<file path="config.mk">
export PLATFORM = sky130hd
export DESIGN_NAME = vx_smem_ext_adapter
export DESIGN_NICKNAME = d
export VERILOG_FILES = /design/src/rtl/vx_smem_ext_adapter.sv
export SDC_FILE = /design/constraint.sdc
export NUM_CORES = 1
export LEC_CHECK = 0
export CORE_MARGIN = 2
export CORE_UTILIZATION = 53
export DETAILED_ROUTE_END_ITERATION = 8
export PLACE_DENSITY = 0.85
export SYNTH_ARGS = -nofsm -noshare
export SYNTH_HDL_FRONTEND = slang
export SYNTH_SLANG_ARGS = --single-unit
</file>
<file path="constraint.sdc">
create_clock -name clk -period 2.3 [get_ports clk]
set_input_delay 0.69 -clock clk [delete_from_list [all_inputs] [get_ports clk]]
set_output_delay 0.69 -clock clk [all_outputs]
set_load 0.01 [all_outputs]
</file>
<file path="src/rtl/vx_smem_ext_adapter.sv">
// Per-lane adapter from the core shared-memory channel to an SRAM-style external port.
// One registered request slot, an in-order tag FIFO, and a response FIFO for returning reads.
module vx_smem_ext_adapter #(
  parameter int ADDR_WIDTH     = 32,
  parameter int EXT_ADDR_WIDTH = 12,
  parameter int DATA_SIZE      = 4,
  parameter int TAG_WIDTH      = 8,
  parameter int MAX_PENDING    = 4
) (
  input  logic                         clk,
  input  logic                         reset,
  input  logic                         core_req_valid,
  input  logic                         core_req_rw,
  input  logic [ADDR_WIDTH-1:0]        core_req_addr,
  input  logic [DATA_SIZE-1:0]         core_req_byteen,
  input  logic [DATA_SIZE*8-1:0]       core_req_data,
  input  logic [TAG_WIDTH-1:0]         core_req_tag,
  output logic                         core_req_ready,
  output logic                         core_rsp_valid,
  output logic [DATA_SIZE*8-1:0]       core_rsp_data,
  output logic [TAG_WIDTH-1:0]         core_rsp_tag,
  input  logic                         core_rsp_ready,
  output logic                         mem_req_valid,
  output logic                         mem_req_rw,
  output logic [EXT_ADDR_WIDTH-1:0]    mem_req_addr,
  output logic [DATA_SIZE-1:0]         mem_req_byteen,
  output logic [DATA_SIZE*8-1:0]       mem_req_data,
  input  logic                         mem_req_ready,
  input  logic                         mem_rsp_valid,
  input  logic [DATA_SIZE*8-1:0]       mem_rsp_data,
  output logic [$clog2(MAX_PENDING):0] pending_count,
  output logic                         err_unexpected_rsp,
  output logic                         err_addr_range
);

  localparam int DATA_WIDTH = DATA_SIZE * 8;
  localparam int PW         = $clog2(MAX_PENDING);
  localparam int CW         = PW + 1;

  logic                  req_full;
  logic                  accept;
  logic                  read_accept;
  logic                  tag_empty;
  logic                  rsp_empty;
  logic                  rsp_push;
  logic                  rsp_pop;
  logic                  addr_high;
  logic [CW-1:0]         tag_wr;
  logic [CW-1:0]         tag_rd;
  logic [CW-1:0]         rsp_wr;
  logic [CW-1:0]         rsp_rd;
  logic [CW-1:0]         pending_q;
  logic [TAG_WIDTH-1:0]  tag_mem      [MAX_PENDING];
  logic [DATA_WIDTH-1:0] rsp_data_mem [MAX_PENDING];
  logic [TAG_WIDTH-1:0]  rsp_tag_mem  [MAX_PENDING];

  // Reads need a credit so the response FIFO can always absorb unstoppable mem responses.
  assign core_req_ready = reset && (!req_full || mem_req_ready) &&
                          (core_req_rw || (pending_q < CW'(MAX_PENDING)));
  assign accept         = core_req_valid && core_req_ready;
  assign read_accept    = accept && !core_req_rw;
  assign addr_high      = |core_req_addr[ADDR_WIDTH-1:EXT_ADDR_WIDTH];

  assign tag_empty      = (tag_wr == tag_rd);
  assign rsp_empty      = (rsp_wr == rsp_rd);
  assign rsp_push       = mem_rsp_valid && !tag_empty;
  assign rsp_pop        = !rsp_empty && core_rsp_ready;

  assign mem_req_valid  = req_full;
  assign core_rsp_valid = !rsp_empty;
  assign core_rsp_data  = rsp_data_mem[rsp_rd[PW-1:0]];
  assign core_rsp_tag   = rsp_tag_mem[rsp_rd[PW-1:0]];
  assign pending_count  = pending_q;

  always_ff @(posedge clk or negedge reset) begin
    if (!reset) begin
      req_full       <= 1'b0;
      mem_req_rw     <= 1'b0;
      mem_req_addr   <= '0;
      mem_req_byteen <= '0;
      mem_req_data   <= '0;
    end else if (accept) begin
      req_full       <= 1'b1;
      mem_req_rw     <= core_req_rw;
      mem_req_addr   <= core_req_addr[EXT_ADDR_WIDTH-1:0];
      mem_req_byteen <= core_req_byteen;
      mem_req_data   <= core_req_data;
    end else if (mem_req_ready) begin
      req_full       <= 1'b0;
    end
  end

  always_ff @(posedge clk or negedge reset) begin
    if (!reset) begin
      tag_wr <= '0;
      tag_rd <= '0;
      for (int i = 0; i < MAX_PENDING; i++) tag_mem[i] <= '0;
    end else begin
      if (read_accept) begin
        tag_mem[tag_wr[PW-1:0]] <= core_req_tag;
        tag_wr                  <= tag_wr + CW'(1);
      end
      if (rsp_push) tag_rd <= tag_rd + CW'(1);
    end
  end

  // Response data is stored before it is presented, so valid appears one cycle after mem_rsp.
  always_ff @(posedge clk or negedge reset) begin
    if (!reset) begin
      rsp_wr <= '0;
      rsp_rd <= '0;
      for (int i = 0; i < MAX_PENDING; i++) begin
        rsp_data_mem[i] <= '0;
        rsp_tag_mem[i]  <= '0;
      end
    end else begin
      if (rsp_push) begin
        rsp_data_mem[rsp_wr[PW-1:0]] <= mem_rsp_data;
        rsp_tag_mem[rsp_wr[PW-1:0]]  <= tag_mem[tag_rd[PW-1:0]];
        rsp_wr                       <= rsp_wr + CW'(1);
      end
      if (rsp_pop) rsp_rd <= rsp_rd + CW'(1);
    end
  end

  always_ff @(posedge clk or negedge reset) begin
    if (!reset) begin
      pending_q          <= '0;
      err_unexpected_rsp <= 1'b0;
      err_addr_range     <= 1'b0;
    end else begin
      case ({read_accept, rsp_pop})
        2'b10:   pending_q <= pending_q + CW'(1);
        2'b01:   pending_q <= pending_q - CW'(1);
        default: pending_q <= pending_q;
      endcase
      if (mem_rsp_valid && tag_empty) err_unexpected_rsp <= 1'b1;
      if (accept && addr_high)        err_addr_range     <= 1'b1;
    end
  end

endmodule

</file>
# Yosys cells after proc, flatten, opt, wreduce, memory -nomap -nowiden
# Cells that the tools add are included.
# word_totals
regBits	259
input_bits	115
wordCells	85
rom_bits	0
latch_bits	0
mem_count	0
ram_bits	0
# op_classes
div_mod_pow	0
multipliers	0
shifts	0
n_eq_ne	4
n_addsub	6
n_bitwise	4
n_lt_le_gt_ge	7
n_mux	21
n_reduce_logical	19
# op_table
op	n
128-bit bitwise mux	1
32-bit two-way mux	3
32-bit binary-select mux with 2-bit select	1
32-bit bitwise mux	2
32-bit demux with 2-bit select	1
8-bit two-way mux	6
8-bit binary-select mux with 2-bit select	2
8-bit demux with 2-bit select	2
20-bit OR reduction	1
3-bit by 1-bit adder with 3-bit output (second input constant)	5
3-bit >= comparator (second input constant)	4
2-bit NOT with 3-bit output	4
1-bit logical AND	10
3-bit equality test	2
3-bit by 1-bit less-than comparator with 1-bit output (second input constant)	2
3-bit case mux with 2 select lines	1
1-bit logical NOT	4
2-bit nonzero test	2
3-bit less-than comparator (second input constant)	1
3-bit by 1-bit subtractor with 3-bit output (second input constant)	1
2-bit by 1-bit equality test with 1-bit output (second input constant)	1
2-bit equality test (second input constant)	1
1-bit logical OR	2
1-bit two-way mux	2

# Logic depth before layout (Yosys ltp)
# Gate-level depths: netlist of the first run.
# depth
depth_word	8
depth_mapped	11
depth_no_buf	10

# Least setup slack after synthesis of the first run
# No wires, ideal clock.
# synth_timing
path_type	input port to flip-flop
from	input mem_req_ready
to	register pending_q[2], in the netlist pending_count[2]
path_slack_ps	32
arrival_ps	2189
path_stages	10
cell_sequence	nand2b_1 > and4_1 > buf_2 > inv_1 > ha_1 > inv_1 > fa_1 > xor2_1 > nor2_1 > xor2_1
# synth_via
elab_chain_cells	7
# synth_rtl
element	line_no	text
start, declared	28	input logic mem_req_ready,
1-bit logical OR (*)	58	assign core_req_ready = reset && (!req_full || mem_req_ready) &&
1-bit logical AND (*) (2 in series)	58	
1-bit logical AND (*)	60	assign accept = core_req_valid && core_req_ready;
1-bit logical AND (*)	61	assign read_accept = accept && !core_req_rw;
2-bit by 1-bit equality test with 1-bit output or 2-bit equality test (tied branches)	132	case ({read_accept, rsp_pop})
3-bit case mux with 2 select lines or 2-bit nonzero test (tied branches)	-	
end signal, assigned	133	2'b10: pending_q <= pending_q + CW'(1);
end signal, assigned	134	2'b01: pending_q <= pending_q - CW'(1);
end signal, assigned	135	default: pending_q <= pending_q;
end, declared	52	logic [CW-1:0] pending_q;
# Every way passes the cells marked *; elsewhere a longest branch is shown, timed or not.
# A chain may end at the register's enable or synchronous reset.

# Worst setup path after layout of the first run
# layout_timing
from	register rsp_rd[0]
to	output core_rsp_data[10]
# layout_via
elab_chain_cells	4
# layout_rtl
element	line_no	text
start, declared	51	logic [CW-1:0] rsp_rd;
start signal, assigned	122	if (rsp_pop) rsp_rd <= rsp_rd + CW'(1);
2-bit NOT with 3-bit output (not written as such)	71	assign core_rsp_data = rsp_data_mem[rsp_rd[PW-1:0]];
32-bit binary-select mux with 2-bit select	71	
32-bit two-way mux (not written as such) (2 in series)	71	
end, declared	20	output logic [DATA_SIZE*8-1:0] core_rsp_data,
# Every way passes these cells. The select of a mux whose other input is x is not followed.

==> qor.txt, run 1 <==
setup TNS = -10540 ps
Syn Nets = 788
fin worst setup slack = -380.2 ps
skew final = 11.94 ps
fraction of layout instances using a drive strength above 1 = 47.43%
Port Buffers = 211
CTS tree = yes
vias in the first global route = 7587
global-route wire length before repair = 42.06 mm
max_cap viols = 0
multiplexer share of the synthesized area = 37.34%
r2r endpoint = pending_count[2]
R2R depth = 14
outcome = finished with violations
worst endpoint required time = 1610 ps
worst skew pair latency = 530 ps
Leakage = 0.007048 uW
CP max stage cell = mux4_2
Slew @ Worst Pin = 998.5 ps
crit start category = flop
Setup violations, final = 42
top_reg_cell synth = dfrtp_1
ys async rst share = 100.0%
main combinational cell family by area after synthesis = multiplexers
most frequent cells in the layout = 257 x dfrtp_1, 167 x clkdlybuf4s50_1, 159 x mux2_4
Buf/Inv on CP = 4
Slew headroom = 33.44%
Post-Syn Instances = 661
Die Span X = 154.2 um
placed insts = 1149
register area = 6484 um^2
Num CTS Buffers = 28
antenna cells = 0
Final GP Congestion = 0.7212
simple-gate share of the synthesized area = 1.381%
I/O Pins = 212
fin. max-slew vios = 0
Worst path depth = 5
R2R Path Start = rsp_rd[0]
via count = 6616
Seq pwr share = 33.0%
cell area after synthesis = 11960 um^2
CP dominant cell by count = buf_6
Clock Power Share = 21.1%
clk slew on worst S/H paths = 60 ps
Final period util = 116.5%
clock root cell = clkbuf_16
largest net degree at the start of global routing = 178
Comb pwr share = 45.9%
commonest non-fill, non-tap cell in the layout = dfrtp_1
initial antenna violation count = 0
DPL Wire Length = 16.32 mm
synth top area cells = dfrtp_1 54%, mux2_4 20%, mux2_2 8.0%
Worst Path Max Fanout = 7
chip height = 154.2 um
Setup crit start = rsp_rd[0]
crit path cell chain = buf_12, buf_16, buf_6, mux4_2, buf_6
initial drt markers = 350
CP peak stage delay = 530 ps
post-route insts no fill = 1214
fmax = 373.1 MHz
Sw Ratio = 29.17%
Min-Delay Path Class = primary input to asynchronous set/reset pin
pwr dens = 1538 nW/um^2
post-synth top area cell = dfrtp_1
maximum clock path buffer count = 3
Cell variety after synth = 29
Routed Antenna Nets = 0
Placeable Area = 21960 um^2
maximum vdd drop = 0.7691 mV
Yosys top cell area share = 54.20%
initial core utilization = 54.46%
Crit Path Category = flop to output pin
routed len/inst = 21.40 um
P&R area growth vs syn = 31.91%
register area share after synthesis = 54.20%
Sw Pwr = 7078 uW
fin nets = 1039
post-synthesis compound-gate area fraction = 0.1883%
first-pass iteration count of the detailed router = 4
Total GRT Usage = 22.39%
die area = 23780 um^2
Multi-input gate area = 5042 um^2
Post-Synth Adder-Cell Area = 1.318%
Synth Area in XOR/XNOR = 1.434%
fin crit period = 2680 ps
Worst setup EP type = output pin
Setup crit end = core_rsp_data[10]
Syn Area/Cell = 18.09 um^2
number of H-tree levels = 1
Synth Warn # = 0
Clock Sinks = 259
fillers = 1362
failing checks = setup timing
CTS Hold Bufs = 0
Final Power = 24270 uW
EDFF count, synth = 0
GRT overflow = 0
drt drc = 0
worst slack, placed = -400.7 ps
Final Hold Viols = 0
Arr. time, crit path = 1990 ps
Seq cells post-synth = 259
vias per cell = 5.450
RSZ-0062 raised after global routing = true
final wirelength = 25.98 mm
standard-cell row count = 54
CP top delay family = buffers and inverters
r2r setup slk = -30 ps
Int Power = 17190 uW
[routing by layer]
metal  global-route usage, %  vias up  routed length, um
met5                       0        -                  0
met4                   4.406        0                451
met3                   6.332       34               1758
met2                   37.54      202              12850
met1                   29.64     3465              10920
li1                        -     2915                  -
[synth_stat cells, types with 8 or more instances]
cell / number
dfrtp_1: 259
ha_1: 11
inv_1: 9
mux4_1: 8
xnor2_1: 11
nand2_1: 8
buf_12: 16
mux4_2: 40
mux2_4: 159
buf_2: 10
mux2_2: 85
[cells by family after synthesis]
| logic type | count (synthesis) |
|---|---|
| AOI/OAI and AO/OA | 3 |
| xor gates and xnor gates | 17 |
| adders and majority gates | 12 |
| buffers and inverters | 47 |
| DFF | 259 |
| muxes | 293 |
| and+or+nand+nor | 30 |
[power by group through the flow]
stage                     Clock [uW]  Sequential (uW)  Combinational [uW]
after floorplan                    0             7750                7010
after global placement             0             7900               10400
after detailed placement           0             7970               10600
after CTS                       5220             7980               11100
after global routing            5390             8250               11900
final                           5110             8020               11100
[area by class of cell]
cell class	instances	share of cell area [%]
inverters	9	0.2300
clock inverters	14	1.745
repair buffers	259	17.73
multi-input cells	355	31.97
flip-flops and latches	259	41.10
clock buffers	38	5.005
well taps	280	2.221
[registers in the layout (all words and copies together) (netlist names)]
signal	cells
tag_wr	3
tag_mem	32
rsp_data_mem	128
rsp_tag_mem	32
pending_count	3
tag_rd	3
rsp_wr	3
mem_req_rw	1
mem_req_data	32
mem_req_addr	12
err_addr_range	1
rsp_rd	3
mem_req_byteen	4
err_unexpected_rsp	1
mem_req_valid	1
[worst reg2reg max path: stages, from the launching register on]
cell	delay, ps
dfrtp_2	430
buf_12	150
buf_12	140
buf_6	120
xnor2_2	130
nand3_2	100
buf_6	110
nand2_4	50
inv_4	70
ha_4	130
inv_2	30
fa_2	320
xor2_1	150
nor2_1	150
xor2_1	170
[worst min path at each step]
stage | endpoint | cells past startpoint | slack, ps
final | tag_mem[19] | 2 | 250
after CTS | tag_mem[16] | 2 | 240
after global routing | tag_mem[17] | 2 | 280
after global placement | err_addr_range | 1 | 460
after detailed placement | err_unexpected_rsp | 1 | 450
after floorplan | err_addr_range | 0 | 390
[what timing repair did]
| item | CTS | global route |
|---|---|---|
| endpoints found under the setup margin | 44 | 44 |
| endpoints found under the hold margin | 0 | 0 |
| pin swaps | 3 | 4 |
| buffers inserted | 9 | 3 |
| cloned | 3 | 0 |
| resized for setup | 212 | 17 |
[per-stage QoR]
step                hold WS [ps]  instance area (um^2)  utilization (%)
global placement           458.8                 14470            65.91
detailed placement         454.5                 14470            65.91
CTS                        239.4                 15710            71.56
finish                     249.1                 15770            71.83
floorplan                  394.4                 11960                -
global route               282.4                 15770            71.83
Note: power is estimated with default switching activity, not from simulation.
==> run 2: changes to the inputs <==
--- a/config.mk
+++ b/config.mk
@@ -5,6 +5,7 @@
 export SDC_FILE = /design/constraint.sdc
 export NUM_CORES = 1
 export LEC_CHECK = 0
+export CAP_MARGIN = 20
 export CORE_MARGIN = 2
 export CORE_UTILIZATION = 53
 export DETAILED_ROUTE_END_ITERATION = 8
==> results of run 2 <==
The final DEF is identical to that of run 1; final timing and power are the same.
